## src/rtl/ps2_pkg.sv

```systemverilog
// -----------------------------------------------------------------------------
// ps2_pkg
// Shared definitions for the PS/2 host transmit and receive paths:
//   - tx_state_e   : host-to-device transmitter state encoding
//   - PS2_RX_PORT  : PicoBlaze port_id read by the scan-code receive path
//   - PS2_TX_PORT  : PicoBlaze port_id that loads a command byte
//   - CMD_*        : common keyboard command bytes
//   - odd_parity() : PS/2 frame parity bit for a data byte
// -----------------------------------------------------------------------------
package ps2_pkg;

   typedef enum logic [2:0] {
      IDLE  = 3'd0,
      RTS   = 3'd1,
      START = 3'd2,
      DATA  = 3'd3,
      STOP  = 3'd4,
      ACK   = 3'd5
   } tx_state_e;

   localparam logic [7:0] PS2_RX_PORT = 8'h0A;
   localparam logic [7:0] PS2_TX_PORT = 8'h0B;

   localparam logic [7:0] CMD_SET_LED = 8'hED;
   localparam logic [7:0] CMD_RESET   = 8'hFF;
   localparam logic [7:0] CMD_ENABLE  = 8'hF4;

   // Odd parity: the returned bit makes the total count of ones in
   // {parity, data} odd.
   function automatic logic odd_parity(input logic [7:0] data);
      return ~^data;
   endfunction

endpackage

```

## src/rtl/ps2_clk_filter.sv

```systemverilog
// -----------------------------------------------------------------------------
// ps2_clk_filter
// Conditions the raw PS/2 clock pin: a 2-FF synchroniser followed by a
// glitch filter that only changes its level after FILTER_LEN consecutive
// synchronised samples disagree with the current level. Produces a
// one-cycle pulse when the filtered level goes from 1 to 0.
// Shared by the host transmitter and the scan-code receiver.
//
// Ports:
//   clk      in   system clock
//   reset    in   asynchronous, active-high
//   ps2c_in  in   raw PS/2 clock pin level
//   fall     out  one-cycle pulse on a filtered 1->0 transition
// -----------------------------------------------------------------------------
module ps2_clk_filter #(
   parameter int FILTER_LEN = 8
) (
   input  logic clk,
   input  logic reset,
   input  logic ps2c_in,
   output logic fall
);

   localparam int CW = (FILTER_LEN > 1) ? $clog2(FILTER_LEN) : 1;
   localparam logic [CW-1:0] CNT_LAST = CW'(FILTER_LEN - 1);

   logic          sync1_q;
   logic          sync2_q;
   logic          level_q;
   logic          level_d;
   logic [CW-1:0] cnt_q;
   logic [CW-1:0] cnt_d;
   logic          fall_q;
   logic          fall_d;

   // Filter next-state: count disagreeing samples, flip level on the last one.
   always_comb begin
      level_d = level_q;
      cnt_d   = {CW{1'b0}};
      if (sync2_q != level_q) begin
         if (cnt_q == CNT_LAST) begin
            level_d = sync2_q;
            cnt_d   = {CW{1'b0}};
         end else begin
            level_d = level_q;
            cnt_d   = cnt_q + CW'(1);
         end
      end else begin
         // Any agreeing sample restarts the run, so short glitches vanish.
         cnt_d = {CW{1'b0}};
      end
      fall_d = level_q & ~level_d;
   end

   // Synchroniser and filter registers; the idle PS/2 clock level is high.
   always_ff @(posedge clk or posedge reset) begin
      if (reset) begin
         sync1_q <= 1'b1;
         sync2_q <= 1'b1;
         level_q <= 1'b1;
         cnt_q   <= {CW{1'b0}};
         fall_q  <= 1'b0;
      end else begin
         sync1_q <= ps2c_in;
         sync2_q <= sync1_q;
         level_q <= level_d;
         cnt_q   <= cnt_d;
         fall_q  <= fall_d;
      end
   end

   assign fall = fall_q;

endmodule

```

## src/rtl/ps2_host_tx.sv

```systemverilog
// -----------------------------------------------------------------------------
// ps2_host_tx
// Host-to-device PS/2 transmitter. A PicoBlaze write of a command byte to
// TX_PORT starts a request-to-send: the clock line is held low for
// RTS_CYCLES, then the start bit, 8 data bits (LSB first), odd parity and
// stop bit are presented on the data line, each advanced by a falling edge
// of the device-generated clock, and the frame ends on the device ack clock.
//
// Ports:
//   clk, reset            system clock, asynchronous active-high reset
//   write_strobe, port_id, out_port
//                         PicoBlaze output port interface
//   ps2c_in, ps2d_in      raw PS/2 clock / data pin levels
//   ps2c_low, ps2d_low    1 = pull the pin low (pin = low ? 0 : Z)
//   tx_idle               1 when idle and a new write would be accepted
//   tx_err                (PS2_TX_ACK_CHECK_EN only) 1 = device did not ack
//   tx_done_tick          one-cycle pulse when the frame completes
//
// Build option: define PS2_TX_ACK_CHECK_EN to add the tx_err output, which
// reports the data level sampled on the ack clock edge.
// -----------------------------------------------------------------------------
module ps2_host_tx
   import ps2_pkg::*;
#(
   parameter logic [7:0] TX_PORT    = PS2_TX_PORT,
   parameter int         RTS_CYCLES = 6000,
   parameter int         FILTER_LEN = 8
) (
   input  logic       clk,
   input  logic       reset,
   input  logic       write_strobe,
   input  logic [7:0] port_id,
   input  logic [7:0] out_port,
   input  logic       ps2c_in,
   input  logic       ps2d_in,
   output logic       ps2c_low,
   output logic       ps2d_low,
   output logic       tx_idle,
`ifdef PS2_TX_ACK_CHECK_EN
   output logic       tx_err,
`endif
   output logic       tx_done_tick
);

   localparam int RW = $clog2(RTS_CYCLES + 1);
   localparam logic [RW-1:0] RTS_LAST = RW'(RTS_CYCLES - 1);

   tx_state_e     state_q;
   tx_state_e     state_d;
   logic [RW-1:0] rts_cnt_q;
   logic [RW-1:0] rts_cnt_d;
   logic [3:0]    bit_cnt_q;
   logic [3:0]    bit_cnt_d;
   logic [8:0]    shift_q;
   logic [8:0]    shift_d;
   logic          ps2c_low_q;
   logic          ps2c_low_d;
   logic          ps2d_low_q;
   logic          ps2d_low_d;
   logic          tx_idle_q;
   logic          tx_idle_d;
   logic          tx_done_q;
   logic          tx_done_d;
   logic          ps2d_sync1_q;
   logic          ps2d_sync2_q;

   logic          load;
   logic          c_fall;

   ps2_clk_filter #(
      .FILTER_LEN (FILTER_LEN)
   ) u_clk_filter (
      .clk     (clk),
      .reset   (reset),
      .ps2c_in (ps2c_in),
      .fall    (c_fall)
   );

   assign load = write_strobe && (port_id == TX_PORT) && (state_q == IDLE);

   // Next-state and datapath logic for the transmit sequence.
   always_comb begin
      state_d   = state_q;
      rts_cnt_d = rts_cnt_q;
      bit_cnt_d = bit_cnt_q;
      shift_d   = shift_q;
      tx_done_d = 1'b0;
      case (state_q)
         IDLE: begin
            if (load) begin
               state_d   = RTS;
               rts_cnt_d = {RW{1'b0}};
               bit_cnt_d = 4'd0;
               shift_d   = {odd_parity(out_port), out_port};
            end else begin
               state_d = IDLE;
            end
         end
         RTS: begin
            if (rts_cnt_q == RTS_LAST) begin
               state_d   = START;
               rts_cnt_d = {RW{1'b0}};
            end else begin
               rts_cnt_d = rts_cnt_q + RW'(1);
            end
         end
         START: begin
            if (c_fall) begin
               state_d   = DATA;
               bit_cnt_d = 4'd0;
            end else begin
               state_d = START;
            end
         end
         DATA: begin
            // Nine falls cover the 8 data bits and the parity bit.
            if (c_fall) begin
               shift_d   = {1'b0, shift_q[8:1]};
               bit_cnt_d = bit_cnt_q + 4'd1;
               if (bit_cnt_q == 4'd8) begin
                  state_d = STOP;
               end else begin
                  state_d = DATA;
               end
            end else begin
               state_d = DATA;
            end
         end
         STOP: begin
            if (c_fall) begin
               state_d = ACK;
            end else begin
               state_d = STOP;
            end
         end
         ACK: begin
            if (c_fall) begin
               state_d   = IDLE;
               tx_done_d = 1'b1;
            end else begin
               state_d = ACK;
            end
         end
         default: begin
            state_d = IDLE;
         end
      endcase
   end

   // Line drives follow the current state one cycle later; tx_idle tracks
   // the next state so it rises together with tx_done_tick.
   always_comb begin
      ps2c_low_d = (state_q == RTS);
      tx_idle_d  = (state_d == IDLE);
      case (state_q)
         START:   ps2d_low_d = 1'b1;
         DATA:    ps2d_low_d = ~shift_q[0];
         default: ps2d_low_d = 1'b0;
      endcase
   end

   // Transmit FSM, datapath and registered outputs.
   always_ff @(posedge clk or posedge reset) begin
      if (reset) begin
         state_q    <= IDLE;
         rts_cnt_q  <= {RW{1'b0}};
         bit_cnt_q  <= 4'd0;
         shift_q    <= 9'd0;
         ps2c_low_q <= 1'b0;
         ps2d_low_q <= 1'b0;
         tx_idle_q  <= 1'b1;
         tx_done_q  <= 1'b0;
      end else begin
         state_q    <= state_d;
         rts_cnt_q  <= rts_cnt_d;
         bit_cnt_q  <= bit_cnt_d;
         shift_q    <= shift_d;
         ps2c_low_q <= ps2c_low_d;
         ps2d_low_q <= ps2d_low_d;
         tx_idle_q  <= tx_idle_d;
         tx_done_q  <= tx_done_d;
      end
   end

   // Data-line synchroniser; only the ack check looks at the device data.
   always_ff @(posedge clk or posedge reset) begin
      if (reset) begin
         ps2d_sync1_q <= 1'b1;
         ps2d_sync2_q <= 1'b1;
      end else begin
         ps2d_sync1_q <= ps2d_in;
         ps2d_sync2_q <= ps2d_sync1_q;
      end
   end

`ifdef PS2_TX_ACK_CHECK_EN
   logic tx_err_q;
   logic tx_err_d;

   // A high data line on the ack clock edge means the device did not ack.
   always_comb begin
      if (load) begin
         tx_err_d = 1'b0;
      end else if ((state_q == ACK) && c_fall) begin
         tx_err_d = ps2d_sync2_q;
      end else begin
         tx_err_d = tx_err_q;
      end
   end

   // Ack error flag register.
   always_ff @(posedge clk or posedge reset) begin
      if (reset) begin
         tx_err_q <= 1'b0;
      end else begin
         tx_err_q <= tx_err_d;
      end
   end

   assign tx_err = tx_err_q;
`else
   logic ps2d_unused;
   assign ps2d_unused = ps2d_sync2_q;
`endif

   assign ps2c_low     = ps2c_low_q;
   assign ps2d_low     = ps2d_low_q;
   assign tx_idle      = tx_idle_q;
   assign tx_done_tick = tx_done_q;

endmodule

```

## config.mk

```make
export PLATFORM = sky130hd
export DESIGN_NAME = ps2_host_tx
export DESIGN_NICKNAME = d
export VERILOG_FILES = /design/src/rtl/ps2_pkg.sv /design/src/rtl/ps2_clk_filter.sv /design/src/rtl/ps2_host_tx.sv
export SDC_FILE = /design/constraint.sdc
export NUM_CORES = 1
export LEC_CHECK = 0
export BUFFER_PORTS_ARGS = -buffer_cell sky130_fd_sc_hd__buf_2
export CAP_MARGIN = 30
export CORE_MARGIN = 3
export CORE_UTILIZATION = 28
export DETAILED_ROUTE_END_ITERATION = 8
export PLACE_DENSITY = 0.53
export SLEW_MARGIN = 20
export SYNTH_ARGS = -nofsm -noshare
export SYNTH_HDL_FRONTEND = slang
export SYNTH_SLANG_ARGS = --single-unit
```

## constraint.sdc

```tcl
create_clock -name clk -period 4.4 [get_ports clk]
set_input_delay 1.32 -clock clk [delete_from_list [all_inputs] [get_ports clk]]
set_output_delay 1.32 -clock clk [all_outputs]
set_load 0.01 [all_outputs]
```

Word-level counts from Yosys, hierarchy flattened
Index checks and enable logic that the tools add are counted.
W data, S select, Z words.
{"block": "op_classes", "eq_ne": 13, "n_reduce_logical": 11, "bitwise_logic": 3, "muxes": 25, "n_addsub": 3}
{"op": "$mux W13", "n": 2}
{"op": "$pmux W13 S2", "n": 1}
{"op": "$mux W3", "n": 6}
{"op": "$mux W9", "n": 2}
{"op": "$pmux W3 S6", "n": 1}
{"op": "$pmux W9 S2", "n": 1}
{"op": "$add A13 B1 Y13 const B", "n": 1}
{"op": "$eq A13 B13 Y1 const B", "n": 1}
{"op": "$mux W4", "n": 3}
{"op": "$pmux W4 S3", "n": 1}
{"op": "$eq A3 B3 Y1 const B", "n": 3}
{"op": "$eq A8 B4 Y1 const B", "n": 1}
{"op": "$reduce_xnor A8 Y1", "n": 1}
{"op": "$mux W1", "n": 7}
{"op": "$eq A3 B2 Y1 const B", "n": 2}
{"op": "$logic_not A3 Y1", "n": 2}
{"op": "$add A4 B1 Y4 const B", "n": 1}
{"op": "$eq A4 B4 Y1 const B", "n": 1}
{"op": "$ne A2 B1 Y1 const B", "n": 2}
{"op": "$reduce_and A4 Y1", "n": 1}
{"op": "$reduce_bool A2 Y1", "n": 2}
{"op": "$add A3 B1 Y3 const B", "n": 1}
{"op": "$eq A3 B1 Y1 const B", "n": 1}
{"op": "$reduce_and A3 Y1", "n": 1}
{"op": "8 further kinds", "n": 10}
{"block": "word_totals", "wordCells": 68, "regBits": 40}

Longest topological paths before layout
Gate-level depths: netlist of run 1.
{"block": "logic_depth", "depth_word": 6, "mapped_depth": 7, "ltp_nobuf": 6}

Cells and area by module
Synthesis of run 1 repeated with hierarchy kept, for this count alone.
{"block": "hier_totals", "hier_cells": 207, "area_unflattened_um2": 2163.3}
{"mod": "ps2_host_tx", "area_each_um2": 1900.6, "cells_each": 191, "instances": 1, "seq_area_each_um2": 827.0}
{"mod": "ps2_clk_filter", "area_each_um2": 262.8, "cells_each": 16, "instances": 1, "seq_area_each_um2": 178.9}

Worst setup path after synthesis of run 1
OpenSTA, ideal clock, no wires.
{"block": "synth_timing", "path_type": "input -> register", "startpoint": "in port_id[5]", "endpoint": "reg shift_q[1]", "path_buffers": 1, "stages": 5, "setup_ns": 0.143, "setup_slack_ns": 1.904, "t_arrival_ns": 2.353, "path_cell_list": "nor4_1 a32oi_1 buf_4 nand2_1 o21ai_0"}
{"block": "synth_via", "elab_chain_len": 5}
{"item": "start, declared", "line": "ps2_host_tx.sv:32", "text": "input logic [7:0] port_id,"}
{"item": "$eq A8 B4 Y1", "line": "ps2_host_tx.sv:79", "text": "assign load = write_strobe && (port_id == TX_PORT) && (state_q == IDLE);"}
{"item": "$logic_and A1 B1 Y1 (2 in series)", "line": "ps2_host_tx.sv:79"}
{"item": "$ne A2 B2 Y1 (no line)"}
{"item": "$reduce_and A3 Y1 (no line)"}
{"item": "end signal, assigned", "line": "ps2_host_tx.sv:177", "text": "shift_q <= shift_d;"}
{"item": "end, declared", "line": "ps2_host_tx.sv:54", "text": "logic [8:0] shift_q;"}
No other way between the ends.
A chain may end at the register's enable or synchronous reset.

Final worst setup path of run 1
{"block": "layout_timing", "startpoint": "in port_id[5]", "endpoint": "reg rts_cnt_q[7]"}
{"block": "layout_via", "elab_chain_len": 5}
{"item": "$eq A8 B4 Y1", "line": "ps2_host_tx.sv:79"}
{"item": "$logic_and A1 B1 Y1 (2 in series)", "line": "ps2_host_tx.sv:79"}
{"item": "$ne A2 B2 Y1 (no line)"}
{"item": "$reduce_and A2 Y1 (no line)"}
{"item": "end signal, assigned", "line": "ps2_host_tx.sv:166", "text": "rts_cnt_q <= {RW{1'b0}};"}
{"item": "end signal, assigned", "line": "ps2_host_tx.sv:175", "text": "rts_cnt_q <= rts_cnt_d;"}
{"item": "end, declared", "line": "ps2_host_tx.sv:50", "text": "logic [RW-1:0] rts_cnt_q;"}
No other way between the ends.

==> results of run 1 <==
-- synthesized netlist by cell type (2+ instances only) --
cell,number
dfrtp_1,36
nand2_1,26
o21ai_0,15
mux2i_1,9
xnor2_1,9
a21oi_1,8
a31oi_1,8
nand3_1,8
inv_1,6
a22o_1,5
ha_1,5
nor3_1,5
dfstp_2,4
nor2_1,4
and3b_1,3
nand2b_1,3
nand4_1,3
or3_1,3
and2_1,2
and3_1,2
buf_2,2
mux2_2,2
nand3b_1,2
nor4_1,2
o21ai_2,2
o311ai_0,2
-- layout make-up --
cell class	instances	area share (%)
flip-flops and latches	40	42.9
multi-input cells	142	40.7
repair buffers	25	5.56
well taps	96	5.13
clock buffers	5	2.94
clock inverters	3	1.82
inverters	6	0.962
-- through the flow --
stage / cell area, um2 / utilization, % / hold slack, ps / setup WS [ps] / instances
after global placement: 2230 / 32.3 / 346 / 1340 / 309
after detailed placement: 2230 / 32.3 / 347 / 1350 / 309
after CTS: 2340 / 33.9 / 359 / 1660 / 317
final: 2340 / 33.9 / 358 / 1680 / 317
after global routing: 2340 / 33.9 / 369 / 1550 / 317
after floorplan: 2020 / - / 345 / 1900 / 194
-- cells by family after synthesis --
kind of cell	Yosys count
xor+xnor	10
simple gates	70
compound gates	46
fa+ha+maj	5
buf+inv	12
mux	11
flops	40
-- sequential cells by signal, summed over array words and instances (netlist names) --
signal                flops
rts_cnt_q                13
shift_q                   9
bit_cnt_q                 4
state_q                   3
u_clk_filter.cnt_q        3
ps2c_low                  1
ps2d_low                  1
tx_done_tick              1
tx_idle                   1
u_clk_filter.fall         1
u_clk_filter.level_q      1
u_clk_filter.sync1_q      1
u_clk_filter.sync2_q      1
-- power by group --
part | internal [mW] | switching, mW
Sequential | 0.441 | 0.0803
Clock | 0.168 | 0.138
Combinational | 0.0833 | 0.0784
-- metal layers --
layer	up-vias	wire (um)	global-route usage [%]
li1	763	-	-
met1	733	2110	14.1
met2	20	1770	16.3
met3	4	118	2.75
met4	0	62	4.15
met5	-	0	0
-- path summary, 6_finish.rpt --
check	start	to	slack, ps	cells after the start
max	port_id[5]	rts_cnt_q[7]	1680	5
min	u_clk_filter.sync1_q	u_clk_filter.sync2_q	360	0
max reg2reg	state_q[1]	rts_cnt_q[7]	2360	4
min reg2reg	u_clk_filter.sync1_q	u_clk_filter.sync2_q	360	0
max in group asynchronous	reset	tx_idle	2450	3
min in group asynchronous	reset	shift_q[5]	1130	2
-- cell usage in the layout (no fill, tap or decap), types with 3 or more instances in the layout --
master / Yosys / layout
dfrtp_1: 36 / 36
nand2_1: 26 / 26
buf_2: 2 / 23
o21ai_0: 15 / 15
mux2i_1: 9 / 9
xnor2_1: 9 / 9
nand3_1: 8 / 8
a21oi_1: 8 / 8
a31oi_1: 8 / 8
inv_1: 6 / 6
a22o_1: 5 / 5
nor3_1: 5 / 5
ha_1: 5 / 5
clkbuf_8: 0 / 5
nor2_1: 4 / 4
dfstp_2: 4 / 4
and3b_1: 3 / 3
or3_1: 3 / 3
nand4_1: 3 / 3
nand2b_1: 3 / 3
==> flow_summary_export.csv, run 1 <==
group,metric,value,unit
synth,synth_mux_area_share,5.58,%
synth,ys_ff_latch,40,
synth,avgSynthCellArea,10.4,um2
drt,vias_per_cell,4.79,
pwr,power,0.989,mW
floorplan,fp-row-count,30,
drt,wl_per_cell,12.8,um
grt,grt_max_degree,22,
placed_design,port_buffers,23,
drt,routed_wl,4060,um
worst_setup_path,cp_num_buf_inv,1,
layout,seqCellArea,1010,um2
pwr,irDropWorstVdd,0.148,mV
hold_path,min_path_type,"register to register",
worst_setup_path,crit_family,"simple AND/OR/NAND/NOR gates",
drt,drtIter0Drc,78,
synth,synthXorXnorAreaFrac,4.34,%
placed_design,gp_congestion,0.788,
layout,fillerInstances,729,
drt,num_vias,1520,
cts,cts-resized-gates,0,
flow_run,drv_cap,0,
sta,slew_headroom,50.5,%
sta,hold_viol_final,0,
worst_setup_path,required,4570,ps
cts,htreeDepth,2,
synth,ys.flop_type,"dfrtp_1",
drt,drcViolationCount,0,
cts,cts_tree,"done",
layout,num_antenna_cells,0,
layout,nets,246,
cts,insertion_delay,300,ps
floorplan,core_area,6910,um2
floorplan,start_util,29.2,%
worst_setup_path,worst_ep_arrival_time,2890,ps
worst_setup_path,critPathLaunchType,"input pin",
grt,overflow,0,
cts,root_buffer,"clkbuf_8",
synth,synth_compound_area_share,15.4,%
sta,finalMaxSlewViolations,0,
grt,grt_use_total,10.5,%
layout,drive_gt1_share,19.5,%
floorplan,die_area,8260,um2
pwr,p_leak,1.01,nW
sta,period_minus_slack,2720,ps
grt,grt_first_pass_wirelength,7100,um
worst_setup_path,cp_slowest_stage_delay,650,ps
synth,async_flop_share,100,%
sta,finalClockSkew,4.31,ps
pwr,power_density,422,nW/um2
sta,timing.fmax,0.367,GHz
grt,antenna_found_initial,0,
grt,grt_pass1_vias,1490,
synth,synth_cell_types,44,
synth,synth_top_family_by_area,"simple AND/OR/NAND/NOR gates",
synth,synth.top_cell.area_share,44.7,%
sta,worst_slew_pin_slew,736,ps
synth,synth_fp_nets,220,
synth,synth_edf_count,0,
sta,setup_violations,0,
placed_design,dp_hpwl,2930,um
outcome,run_status,"finished, final reports clean",
cts,numClockSinks,40,
floorplan,die_w,90.9,um
synth,yosys_warnings,0,
synth,syn_inst,194,
sta,finalSetupTns,0,ps
cts,clock_path_buffers,2,
worst_setup_path,critPathMaxFanout,6,
worst_setup_path,end_kind,"register",
cts,clk_pin_slew,80,ps
worst_setup_path,crit_chain,"buf_2, nor4_1, and3_1, nand2b_1, a31oi_1",
layout,area_delta_synth_final,16.1,%
cts,cts_hold_buffers,0,
worst_setup_path,slowest_stage,"nor4_1",
synth,netlist_area,2020,um2
synth,yosysSeqAreaShare,49.9,%
synth,synth.area.top_cells,"dfrtp_1 (45%), dfstp_2 (5.2%), nand2_1 (4.8%)",
synth,yosysTopAreaCell,"dfrtp_1",
synth,synth_adder_area_share,3.10,%
cts,post_cts_buffers,0,
worst_setup_path,crit_type,"input pin to register",
floorplan,die_y,90.9,um
floorplan,io_pins,25,
sta,min_period_over_period,61.9,%
drt,dr.pass1.iters,6,
cts,cts_buffers,5,
synth,yosys.area_share.simple,18.8,%
drt,ant_nets,0,
sta,rsz0062_at_grt,"false",
layout,multi_input_area,952,um2
Power figures use the tool's default switching activity.
==> run 2, diff against run 1 <==
--- a/config.mk
+++ b/config.mk
@@ -10,7 +10,7 @@
 export CORE_MARGIN = 3
 export CORE_UTILIZATION = 28
 export DETAILED_ROUTE_END_ITERATION = 8
-export PLACE_DENSITY = 0.53
+export PLACE_DENSITY = 0.55
 export SLEW_MARGIN = 20
 export SYNTH_ARGS = -nofsm -noshare
 export SYNTH_HDL_FRONTEND = slang
==> constraint.sdc (replaced) <==
create_clock -name clk -period 2.3 [get_ports clk]
set_input_delay 0.69 -clock clk [delete_from_list [all_inputs] [get_ports clk]]
set_output_delay 0.69 -clock clk [all_outputs]
set_load 0.01 [all_outputs]
==> flow_summary_export.csv, run 2 (same netlist as run 1, synthesis figures left out) <==
group,metric,value,unit
floorplan,fp-row-count,30,
sta,worst_slew_pin_slew,543,ps
worst_setup_path,worst_ep_arrival_time,2240,ps
grt,grt_max_degree,41,
worst_setup_path,setup.worst_path.start,"state_q[2]",
placed_design,gp_congestion,0.789,
worst_setup_path,endpoint,"rts_cnt_q[9]",
worst_setup_path,r2r-start,"state_q[2]",
sta,hold_viol_final,0,
cts,clk_pin_slew,70,ps
grt,grt_pass1_vias,1535,
floorplan,die_y,90.9,um
layout,final_common_cell,"dfrtp_1",
drt,ant_nets,0,
pwr,p_leak,1.06,nW
sta,period_minus_slack,2030,ps
drt,num_vias,1530,
grt,grt_use_total,11.0,%
cts,insertion_delay,300,ps
drt,drcViolationCount,0,
floorplan,core_area,6910,um2
sta,rsz0062_at_grt,"false",
grt,antenna_found_initial,0,
pwr,power_density,810,nW/um2
grt,grt_first_pass_wirelength,7350,um
floorplan,io_pins,25,
placed_design,dp_hpwl,2850,um
layout,drive_gt1_share,21.9,%
grt,overflow,0,
layout,reg_top3,"rts_cnt_q x13, shift_q x9, bit_cnt_q x4",
pwr,switching_share,28.6,%
layout,final_util,34.9,%
worst_setup_path,worst-r2r-cell-count,4,
pwr,clkPwrFrac,32.4,%
drt,dr.pass1.iters,5,
sta,setup_ws,273,ps
floorplan,start_util,29.2,%
worst_setup_path,critPathLaunchType,"register",
outcome,run_status,"finished, final reports clean",
hold_path,hold_start,"u_clk_filter.sync1_q",
sta,finalMaxSlewViolations,0,
worst_setup_path,critPathMaxFanout,19,
layout,nets,253,
cts,root_buffer,"clkbuf_8",
placed_design,dp_cells,316,
pwr,intPower,1.39,mW
pwr,seqPwrFrac,51.1,%
cts,cts_tree,"done",
pwr,irDropWorstVdd,0.272,mV
cts,cts_buffers,5,
sta,finalSetupTns,0,ps
pwr,p_sw,0.559,mW
sta,hold_slack,357,ps
cts,post_cts_buffers,0,
layout,area_delta_synth_final,19.5,%
drt,vias_per_cell,4.72,
layout,num_antenna_cells,0,
flow_run,drv_cap,0,
layout,largest_reg_flops,13,
worst_setup_path,required,2510,ps
worst_setup_path,r2r_end,"rts_cnt_q[9]",
sta,slew_headroom,63.7,%
sta,min_period_over_period,88.1,%
layout,final_cell_mix,"dfrtp_1 (36), nand2_1 (26), buf_2 (23), o21ai_0 (15)",
hold_path,min_path_type,"register to register",
cts,clock_path_buffers,2,
drt,wl_per_cell,12.7,um
drt,routed_wl,4100,um
placed_design,port_buffers,23,
layout,fin_cells,324,
worst_setup_path,crit_type,"register to register",
cts,htreeDepth,2,
layout,regMostFlops,"rts_cnt_q",
sta,setup_violations,0,
worst_setup_path,end_kind,"register",
floorplan,die_area,8260,um2
floorplan,die_w,90.9,um
cts,numClockSinks,40,
cts,cts-resized-gates,0,
worst_setup_path,ff2ff_setup_slack,270,ps
sta,finalClockSkew,8.30,ps
placed_design,pre_cts_ws,269,ps
pwr,p_comb_share,16.5,%
sta,timing.fmax,0.493,GHz
cts,cts_hold_buffers,0,
drt,drtIter0Drc,89,
-- run 2: cell types whose count changed in the layout (fill, tap and decap cells not counted), sizes merged --
cell,previous run,this run
buf,25,32
clkinvlp,1,0
clkbuf,5,7
clkinv,1,0
-- run 2: power by group through the flow --
stage / clock network [mW] / registers, mW / logic (mW)
2_1_floorplan: 0 / 0.972 / 0.251
3_3_place_gp: 0 / 1.00 / 0.316
3_5_place_dp: 0 / 1.01 / 0.325
4_1_cts: 0.656 / 0.993 / 0.328
5_1_grt: 0.684 / 1.02 / 0.375
6_report: 0.633 / 0.997 / 0.322
-- run 2: critical path, cell delays in order (launching register included) --
cell and delay [ps]:
dfrtp_1 460, or3b_1 560, a41oi_4 530, o21ai_0 190, a31oi_1 200
-- run 2: how the worst min path moves through the flow --
stage | end | slack [ps] | depth (start not counted)
2_1_floorplan | u_clk_filter.sync2_q | 350 | 0
3_3_place_gp | u_clk_filter.sync2_q | 350 | 0
3_5_place_dp | u_clk_filter.sync2_q | 350 | 0
4_1_cts | u_clk_filter.sync2_q | 360 | 0
5_1_grt | u_clk_filter.sync2_q | 370 | 0
6_report | u_clk_filter.sync2_q | 360 | 0
-- run 2: metrics by stage --
step                      instance area [um2]  total power, mW
final                                    2410             1.95
after global routing                     2410             2.08
after CTS                                2410             1.98
after detailed placement                 2280             1.33
after global placement                   2280             1.32
after floorplan                          2020             1.22
-- run 2: area by class of cell --
| cell class | instances | area [um2] |
|---|---|---|
| clock buffer | 7 | 96.3 |
| clock inverter | 1 | 30.0 |
| fill | 739 | 4500 |
| inverter | 6 | 22.5 |
| multi-input combinational | 142 | 952 |
| sequential | 40 | 1010 |
| tap | 96 | 120 |
| timing repair buffer | 32 | 183 |
-- run 2: routing by layer --
metal  vias to the layer above  wire length [um]  global-route usage, %
met5                         -                 0                      0
met2                        31              1800                   16.9
met3                         7               159                   2.58
met4                         0                83                   4.90
li1                        773                 -                      -
met1                       719              2060                   14.7
